<file path="config.mk">
export PLATFORM = sky130hd
export DESIGN_NAME = saph_fpu_issuer
export DESIGN_NICKNAME = d
export VERILOG_FILES = /design/src/rtl/saph_fpu_issuer.sv
export SDC_FILE = /design/constraint.sdc
export NUM_CORES = 1
export LEC_CHECK = 0
export CELL_PAD_IN_SITES_DETAIL_PLACEMENT = 0
export CELL_PAD_IN_SITES_GLOBAL_PLACEMENT = 1
export CORE_MARGIN = 1
export CORE_UTILIZATION = 39
export DETAILED_ROUTE_END_ITERATION = 12
export PLACE_DENSITY_LB_ADDON = 0.3
export RECOVER_POWER = 50
export SLEW_MARGIN = 10
export SYNTH_ARGS = -nofsm -noshare
export SYNTH_HDL_FRONTEND = slang
export SYNTH_SLANG_ARGS = --single-unit
</file>
<file path="constraint.sdc">
create_clock -name clk -period 2.4 [get_ports clk]
set_input_delay 0.36 -clock clk [delete_from_list [all_inputs] [get_ports clk]]
set_output_delay 0.36 -clock clk [all_outputs]
set_load 0.1 [all_outputs]
</file>
<file path="src/rtl/saph_fpu_issuer.sv">
// Core-side initiator of the saph_fpi FPU interface: credit-gated issue to a fixed-latency FPU,
// a tag/err delay line matched to that latency, and an in-order response FIFO.
module saph_fpu_issuer #(
  parameter int unsigned FPU_LATENCY = 2,
  parameter int unsigned DEPTH       = 4,
  parameter int unsigned TAG_W       = 4
) (
  input  logic                         clk,
  input  logic                         rst,
  input  logic                         req_valid,
  output logic                         req_ready,
  input  logic [1:0]                   req_mode,
  input  logic [31:0]                  req_lhs,
  input  logic [31:0]                  req_rhs,
  input  logic [TAG_W-1:0]             req_tag,
  output logic                         rsp_valid,
  input  logic                         rsp_ready,
  output logic [31:0]                  rsp_res,
  output logic [TAG_W-1:0]             rsp_tag,
  output logic                         rsp_err,
  output logic                         fpu_d_trig,
  output logic [1:0]                   fpu_d_mode,
  output logic [31:0]                  fpu_d_lhs,
  output logic [31:0]                  fpu_d_rhs,
  input  logic                         fpu_d_ready,
  input  logic [31:0]                  fpu_q_res,
  input  logic [3:0]                   fpu_has_modes,
  output logic [$clog2(DEPTH+1)-1:0]   outstanding
);

  localparam int unsigned OW = $clog2(DEPTH + 1);
  localparam int unsigned PW = (DEPTH > 1) ? $clog2(DEPTH) : 1;
  localparam logic [OW-1:0] DEPTH_C  = OW'(DEPTH);
  localparam logic [PW-1:0] LAST_PTR = PW'(DEPTH - 1);
  localparam logic [31:0]   QNAN     = 32'h7FC0_0000;

  logic             issue;
  logic             req_err;
  logic             cap_valid;
  logic [TAG_W-1:0] cap_tag;
  logic             cap_err;
  logic             push;
  logic             pop;
  logic             full;
  logic             wr_ok;
  logic             ovf_err;
  logic [PW-1:0]    wr_ptr;
  logic [PW-1:0]    rd_ptr;
  logic [OW-1:0]    count;
  logic [31:0]      mem_res [DEPTH];
  logic [TAG_W-1:0] mem_tag [DEPTH];
  logic             mem_err [DEPTH];

  assign req_ready  = !rst && fpu_d_ready && (outstanding < DEPTH_C);
  assign issue      = req_valid && req_ready;
  assign req_err    = !fpu_has_modes[req_mode];
  assign fpu_d_trig = issue;
  assign fpu_d_mode = req_mode;
  assign fpu_d_lhs  = req_lhs;
  assign fpu_d_rhs  = req_rhs;

  generate
    if (FPU_LATENCY == 0) begin : g_nodelay
      assign cap_valid = issue;
      assign cap_tag   = req_tag;
      assign cap_err   = req_err;
    end else begin : g_delay
      logic [FPU_LATENCY-1:0] dl_valid;
      logic [FPU_LATENCY-1:0] dl_err;
      logic [TAG_W-1:0]       dl_tag [FPU_LATENCY];

      always_ff @(posedge clk or posedge rst) begin
        if (rst) begin
          dl_valid <= '0;
          dl_err   <= '0;
          for (int unsigned i = 0; i < FPU_LATENCY; i++) dl_tag[i] <= '0;
        end else begin
          dl_valid[0] <= issue;
          dl_err[0]   <= req_err;
          dl_tag[0]   <= req_tag;
          for (int unsigned i = 1; i < FPU_LATENCY; i++) begin
            dl_valid[i] <= dl_valid[i-1];
            dl_err[i]   <= dl_err[i-1];
            dl_tag[i]   <= dl_tag[i-1];
          end
        end
      end

      assign cap_valid = dl_valid[FPU_LATENCY-1];
      assign cap_tag   = dl_tag[FPU_LATENCY-1];
      assign cap_err   = dl_err[FPU_LATENCY-1];
    end
  endgenerate

  assign push      = cap_valid;
  assign rsp_valid = (count != '0);
  assign pop       = rsp_valid && rsp_ready;
  assign full      = (count == DEPTH_C);
  // A full FIFO still takes a push when the head leaves in the same cycle.
  assign wr_ok     = push && (!full || pop);

  assign rsp_res = rsp_valid ? mem_res[rd_ptr] : '0;
  assign rsp_tag = rsp_valid ? mem_tag[rd_ptr] : '0;
  assign rsp_err = rsp_valid ? mem_err[rd_ptr] : 1'b0;

  always_ff @(posedge clk) begin
    if (wr_ok) begin
      mem_res[wr_ptr] <= cap_err ? QNAN : fpu_q_res;
      mem_tag[wr_ptr] <= cap_tag;
      mem_err[wr_ptr] <= cap_err;
    end
  end

  always_ff @(posedge clk or posedge rst) begin
    if (rst) begin
      wr_ptr      <= '0;
      rd_ptr      <= '0;
      count       <= '0;
      outstanding <= '0;
      ovf_err     <= 1'b0;
    end else begin
      if (wr_ok) wr_ptr <= (wr_ptr == LAST_PTR) ? '0 : wr_ptr + 1'b1;
      if (pop)   rd_ptr <= (rd_ptr == LAST_PTR) ? '0 : rd_ptr + 1'b1;
      case ({wr_ok, pop})
        2'b10:   count <= count + 1'b1;
        2'b01:   count <= count - 1'b1;
        default: count <= count;
      endcase
      case ({issue, pop})
        2'b10:   outstanding <= outstanding + 1'b1;
        2'b01:   outstanding <= outstanding - 1'b1;
        default: outstanding <= outstanding;
      endcase
      if (push && full && !pop) ovf_err <= 1'b1;
    end
  end

  a_no_ovf: assert property (@(posedge clk) !ovf_err);

endmodule

</file>
==> impl_metrics.yaml, run 1 <==
run_status:
  status: "finished with violations"
  failed_checks: "DRC"
global_routing:
  grt_pass1_wl_mm: 20.14
  first_global_vias: 3821
  grt_max_degree: 25
  grt.overflow.total: 0
  antenna_found_initial: 0
  track_usage: 0.1414
worst_setup_path:
  critPathLaunch: "rd_ptr[0]"
  endpoint_kind: "primary output"
  required_ns: 2.04
  worstSetupEndpoint: "rsp_res[4]"
  crit_path_cell_trace: "buf_4 > mux4_2 > and2_1 > buf_12"
  ff2ff_setup_slack_ns: 0.19
  timing.rr.end: "count[1]"
  slowest_delay_ns: 0.51
  r2r_start: "count[1]"
  critPathLaunchType: "flop"
  reg2reg_depth: 7
  path_class: "flop to primary output"
  crit_arrival_ns: 1.99
  cp_slowest_cell: "mux4_2"
  crit_fanout: 5
clocking:
  cts_htree_levels: 4
  clock_sink_count: 170
  cts_root_buffer: "clkbuf_16"
  cts_tree: "yes"
  cts_hold_buf: 0
  clk_latency_ns: 0.43
  cts_buffer_depth: 2
  path_clk_slew_ns: 0.06
  numCtsBuffers: 17
cells_and_area:
  utilization: 0.5055
  area_growth_pct: 25.64
  final_common_cell: "edfxtp_1"
  mostFrequentLayoutCells: "edfxtp_1, buf_12, clkdlybuf4s50_1, mux4_2, and2_1"
  diodes: 0
  design_area_sq_um: 9204
  instances_no_fill: 711
  drive_gt1_frac: 0.3506
  fin_nets: 588
logic_synthesis:
  ys_warn_count: 0
  ys_seq_area_frac: 0.6818
  synthXorXnorAreaFrac: 0.003587
  synthAdderAreaFrac: 0.01571
  ys_seq_elements: 170
  syn_nets: 537
  synth.area.top_cells: "edfxtp_1, mux4_2, dfrtp_1, buf_4, and2_1"
  async_flop_share: 0.1294
  synth-simple-area-share: 0.07857
  synth_ff_type: "edfxtp_1"
  yosysTopAreaCell: "edfxtp_1"
  synth_edf_count: 148
  ys_types: 34
  syn_avg_cell_area_sq_um: 17.53
  synth_mux_area_frac: 0.1245
  synth_top_family_by_area: "multiplexers"
  netlist.area_leader.share: 0.6067
  synth_compound_gate_area_share: 0.01213
  syn_area_sq_um: 7326
  synthCells: 418
timing:
  tightest_slew_ns: 1.170
  min_period_ns: 2.354
  fin_crit_sh: 0.9807
  final_max_slew_viol_count: 0
  finalClockSkew_ns: 0.01332
  finalHoldViolCount: 0
  finalSetupViolCount: 0
  rsz0062_at_grt: "yes"
  slew_headroom: 0.2229
  max_freq_mhz: 424.9
place:
  io_buffers: 91
  place_area_sq_um: 8613
  post-place-cells: 676
  hpwl_mm: 8.172
  place_congestion: 0.7116
die:
  row_count: 49
  die_h_um: 139.1
  core_area_sq_um: 18210
  dieWidth_um: 139.1
  start_util: 0.4023
  ios: 220
  fp.dieArea_sq_um: 19340
route:
  viasPerCell: 4.975
  wl_mm: 12.91
  routedWlPerCell_um: 18.16
  drt_iter0_drc: 167
  via_count: 3537
  final_antenna_net_count: 0
  dr.pass1.iters: 8
  drc_errors: 16
job:
  drv_cap: 0
hold_path:
  hold_class: "flop to flop"
registers in the layout (all words and copies together) (netlist names), 3 cells and up:
| signal | cells |
|---|---|
| outstanding | 3 |
| g_delay.dl_tag | 4 |
| mem_tag | 16 |
| count | 3 |
| mem_res | 128 |
| mem_err | 4 |
| cap_tag | 4 |
cell usage after synthesis (5+ instances only):
library cell  count
mux4_2           38
inv_1             8
buf_4            67
ha_1              6
dfrtp_1          22
mux2_2            5
nor2b_1          25
edfxtp_1        148
or2_2            10
and2_1           41
clkbuf_1         10
worst max-delay path: cells and delay by family (launching register included):
family | cells | cell delay, ns
multiplexers | 1 | 0.51
flip-flops | 1 | 0.49
buffers and inverters | 2 | 0.37
AND/OR/NAND/NOR | 1 | 0.20
layout make-up:
class                   count  area (sq um)
clock buffers              20         489.2
repair buffers            115          1553
multi-input cells         157          1742
fillers                  1510          9005
clock inverters            12         100.1
well taps                 229         286.5
flip-flops and latches    170          5004
inverters                   8         30.03
per-stage QoR:
| stage | TNS (ns) | setup WS (ns) | hold WS, ns |
|---|---|---|---|
| 3_5_place_dp | 0 | 0.1493 | 0.3355 |
| 4_1_cts | 0 | 0.004288 | 0.3476 |
| 5_1_grt | -0.1211 | -0.02427 | 0.3594 |
| 2_1_floorplan | -1.116 | -0.3630 | 0.3312 |
| 3_3_place_gp | 0 | 0.2068 | 0.3327 |
| 6_report | 0 | 0.04625 | 0.3464 |
cells by family (layout without fill, tap and decap cells):
logic type / after synthesis / in the layout
simple gates: 91 / 91
xor+xnor: 3 / 3
compound gates: 12 / 12
mux: 43 / 43
fa+ha+maj: 8 / 8
flops: 170 / 170
buf+inv: 91 / 155
metal layers:
metal	share of wire	vias to the layer above	wire length, um	track usage
met2	0.51	109	6610	0.2358
met4	0.025	0	322	0.08246
met3	0.050	36	643	0.03764
li1	-	1599	-	-
met5	0	-	0	0
met1	0.41	1793	5333	0.1653
repair_timing:
item,CTS,global route
buffers inserted,3,0
endpoints found under the setup margin,28,16
gates resized for setup,1,7
how the worst min path moves through the flow:
stage,from,end,slack [ns],cells past startpoint
2_1_floorplan,g_delay.dl_tag[4],cap_tag[0],0.33,0
3_3_place_gp,g_delay.dl_tag[4],cap_tag[0],0.33,0
3_5_place_dp,g_delay.dl_tag[5],cap_tag[1],0.34,0
4_1_cts,g_delay.dl_err[0],g_delay.dl_err[1],0.35,0
5_1_grt,g_delay.dl_err[0],g_delay.dl_err[1],0.36,0
6_report,g_delay.dl_err[0],g_delay.dl_err[1],0.35,0
Power of run 1 is left out: the tool's default activity adds up to more than one toggle a clock period on the data nets, which glitch-free logic cannot reach.
==> run 2: changes to the inputs <==
- CORE_MARGIN: 1 -> unset
==> results of run 2 <==
No change in the layout: final DEF, timing and power equal those of run 1.
Power of run 2 is left out for the same reason.
==> edit: new RTL, config.mk and constraints of run 1 <==
Put a register stage on the output `rsp_err`, without a reset. The value now appears one clock later. The other outputs are not delayed to match.
--- a/src/rtl/saph_fpu_issuer.sv
+++ b/src/rtl/saph_fpu_issuer.sv
@@ -101,7 +101,9 @@
 
   assign rsp_res = rsp_valid ? mem_res[rd_ptr] : '0;
   assign rsp_tag = rsp_valid ? mem_tag[rd_ptr] : '0;
-  assign rsp_err = rsp_valid ? mem_err[rd_ptr] : 1'b0;
+  always_ff @(posedge clk) begin
+    rsp_err <= rsp_valid ? mem_err[rd_ptr] : 1'b0;
+  end
 
   always_ff @(posedge clk) begin
     if (wr_ok) begin
Formal check against the unedited RTL: not equivalent (a bounded check fails within 4 cycles, from zero or initial values and one cycle with rst high).
==> edit against run 1 <==
  * The run still ends with DRC left
  * Utilization up 0.052 points
  * Design area down 0.57%
  * Clock skew up 0.59 ps
  * Routed wire length down 3.9%
  * Worst setup slack worse by 14 ps
  * Sequential cell count up 1
  * Area after synthesis down 1.2%
  * Critical endpoint is now rsp_res[29]
  * Largest cell class unchanged
  * Highest routed layer unchanged
==> edit: results (changes against run 1) <==
===========================================================================
Synth top area cells                                           edfxtp_1 (61%), mux4_2 (12%), dfrtp_1 (7.6%)   was edfxtp_1 (61%), mux4_2 (12%), dfrtp_1 (7.5%)
Run status                                                     complete, but fails checks   unchanged
Global-route met3 utilization                                         4.85%   was 3.76%
Wire length on met3                                                  733 um   was 643 um
Slowest cell on crit path                                           dfrtp_4   was mux4_2
Via count of the first global-routing pass                             3708   was 3821
Synthesized Nets                                                        523   was 537
GR Layer Usage met1                                                   17.4%   was 16.5%
Worst Path Arrival                                                  2010 ps   was 1990 ps
Failing checks                                                          DRC   unchanged
First-pass GRT wire length                                          19.8 mm   was 20.1 mm
Ys async rst share                                                    12.9%   about the same
Half-perimeter wire length of the detailed placement result         7.77 mm   was 8.17 mm
NumNets Final                                                           571   was 588
Share of synthesized area occupied by flip-flops and latches          69.3%   was 68.2%
Worst reg2reg path startpoint                                  outstanding[2]   was count[1]
Met1 Routed Length                                                  5.34 mm   was 5.33 mm
Met2 Wirelength                                                     6.11 mm   was 6.61 mm
Ratio of cells with drive above 1 in the final layout                 39.0%   was 35.1%
Final estimated routing congestion in global placement                0.670   was 0.712
WL per Instance                                                     17.9 um   was 18.2 um
Worst hold path startpoint                                     g_delay.dl_tag[4]   was g_delay.dl_err[0]
Critical path fanouts, max                                                9   was 5
Top cells by instance count after synthesis                    edfxtp_1 (148), buf_4 (67), and2_1 (42)   was edfxtp_1 (148), buf_4 (67), and2_1 (41)
DRC viols                                                                26   was 16
Combined global-route utilization of all metal layers                 14.0%   was 14.1%
Slew at the pin closest to its max-slew limit                       1290 ps   was 1170 ps
Fill cell instance count of the final layout                           1440   was 1510
Via-per-instance ratio                                                 4.87   was 4.97
===========================================================================
edit: cell families after synthesis:
logic type                 Yosys count  share of synthesized area [%]
xor gates and xnor gates             6                          0.726
DFF                                171                           69.3
adders and majority gates            9                           1.76
buffers and inverters               91                           8.50
muxes                               44                           12.7
and+or+nand+nor                     81                           6.84
AOI/OAI and AO/OA                    1                          0.156
edit: worst paths after layout:
check / endpoint / slack, ps
worst max-delay path: rsp_res[29] / 30
worst min-delay path: cap_tag[0] / 350
worst max register to register: outstanding[2] / 300
worst min register to register: cap_tag[0] / 350
max in group asynchronous: rd_ptr[0] / 800
min in group asynchronous: outstanding[1] / 770
edit: where the power goes:
part           internal [mW]  leakage (nW)  switching [mW]
Combinational           3.10          1.35            4.65
Clock                   1.62         0.274            1.07
Sequential              3.50          1.61           0.198
edit: worst max-delay path: cells and delay by family (launching register included):
| kind | cells | cell delay (ps) |
|---|---|---|
| simple gates | 1 | 180 |
| buf+inv | 3 | 470 |
| mux | 1 | 430 |
| flops | 1 | 500 |
edit: metrics by stage:
step / area (um^2) / utilization [%] / std cells / hold WS [ps]
after floorplan: 7260 / - / 403 / 331
after global placement: 8470 / 46.8 / 659 / 331
after detailed placement: 8470 / 46.8 / 659 / 335
after CTS: 9070 / 50.1 / 691 / 343
after global routing: 9150 / 50.6 / 693 / 350
final: 9150 / 50.6 / 693 / 346
edit: cell type report:
class / count / area, um^2 / area share, %
clock buffers: 19 / 433 / 4.73
clock inverters: 13 / 151 / 1.65
inverters: 10 / 37.5 / 0.410
multi-input cells: 141 / 1700 / 18.6
flip-flops and latches: 171 / 5030 / 54.9
well taps: 229 / 287 / 3.13
repair buffers: 110 / 1520 / 16.6
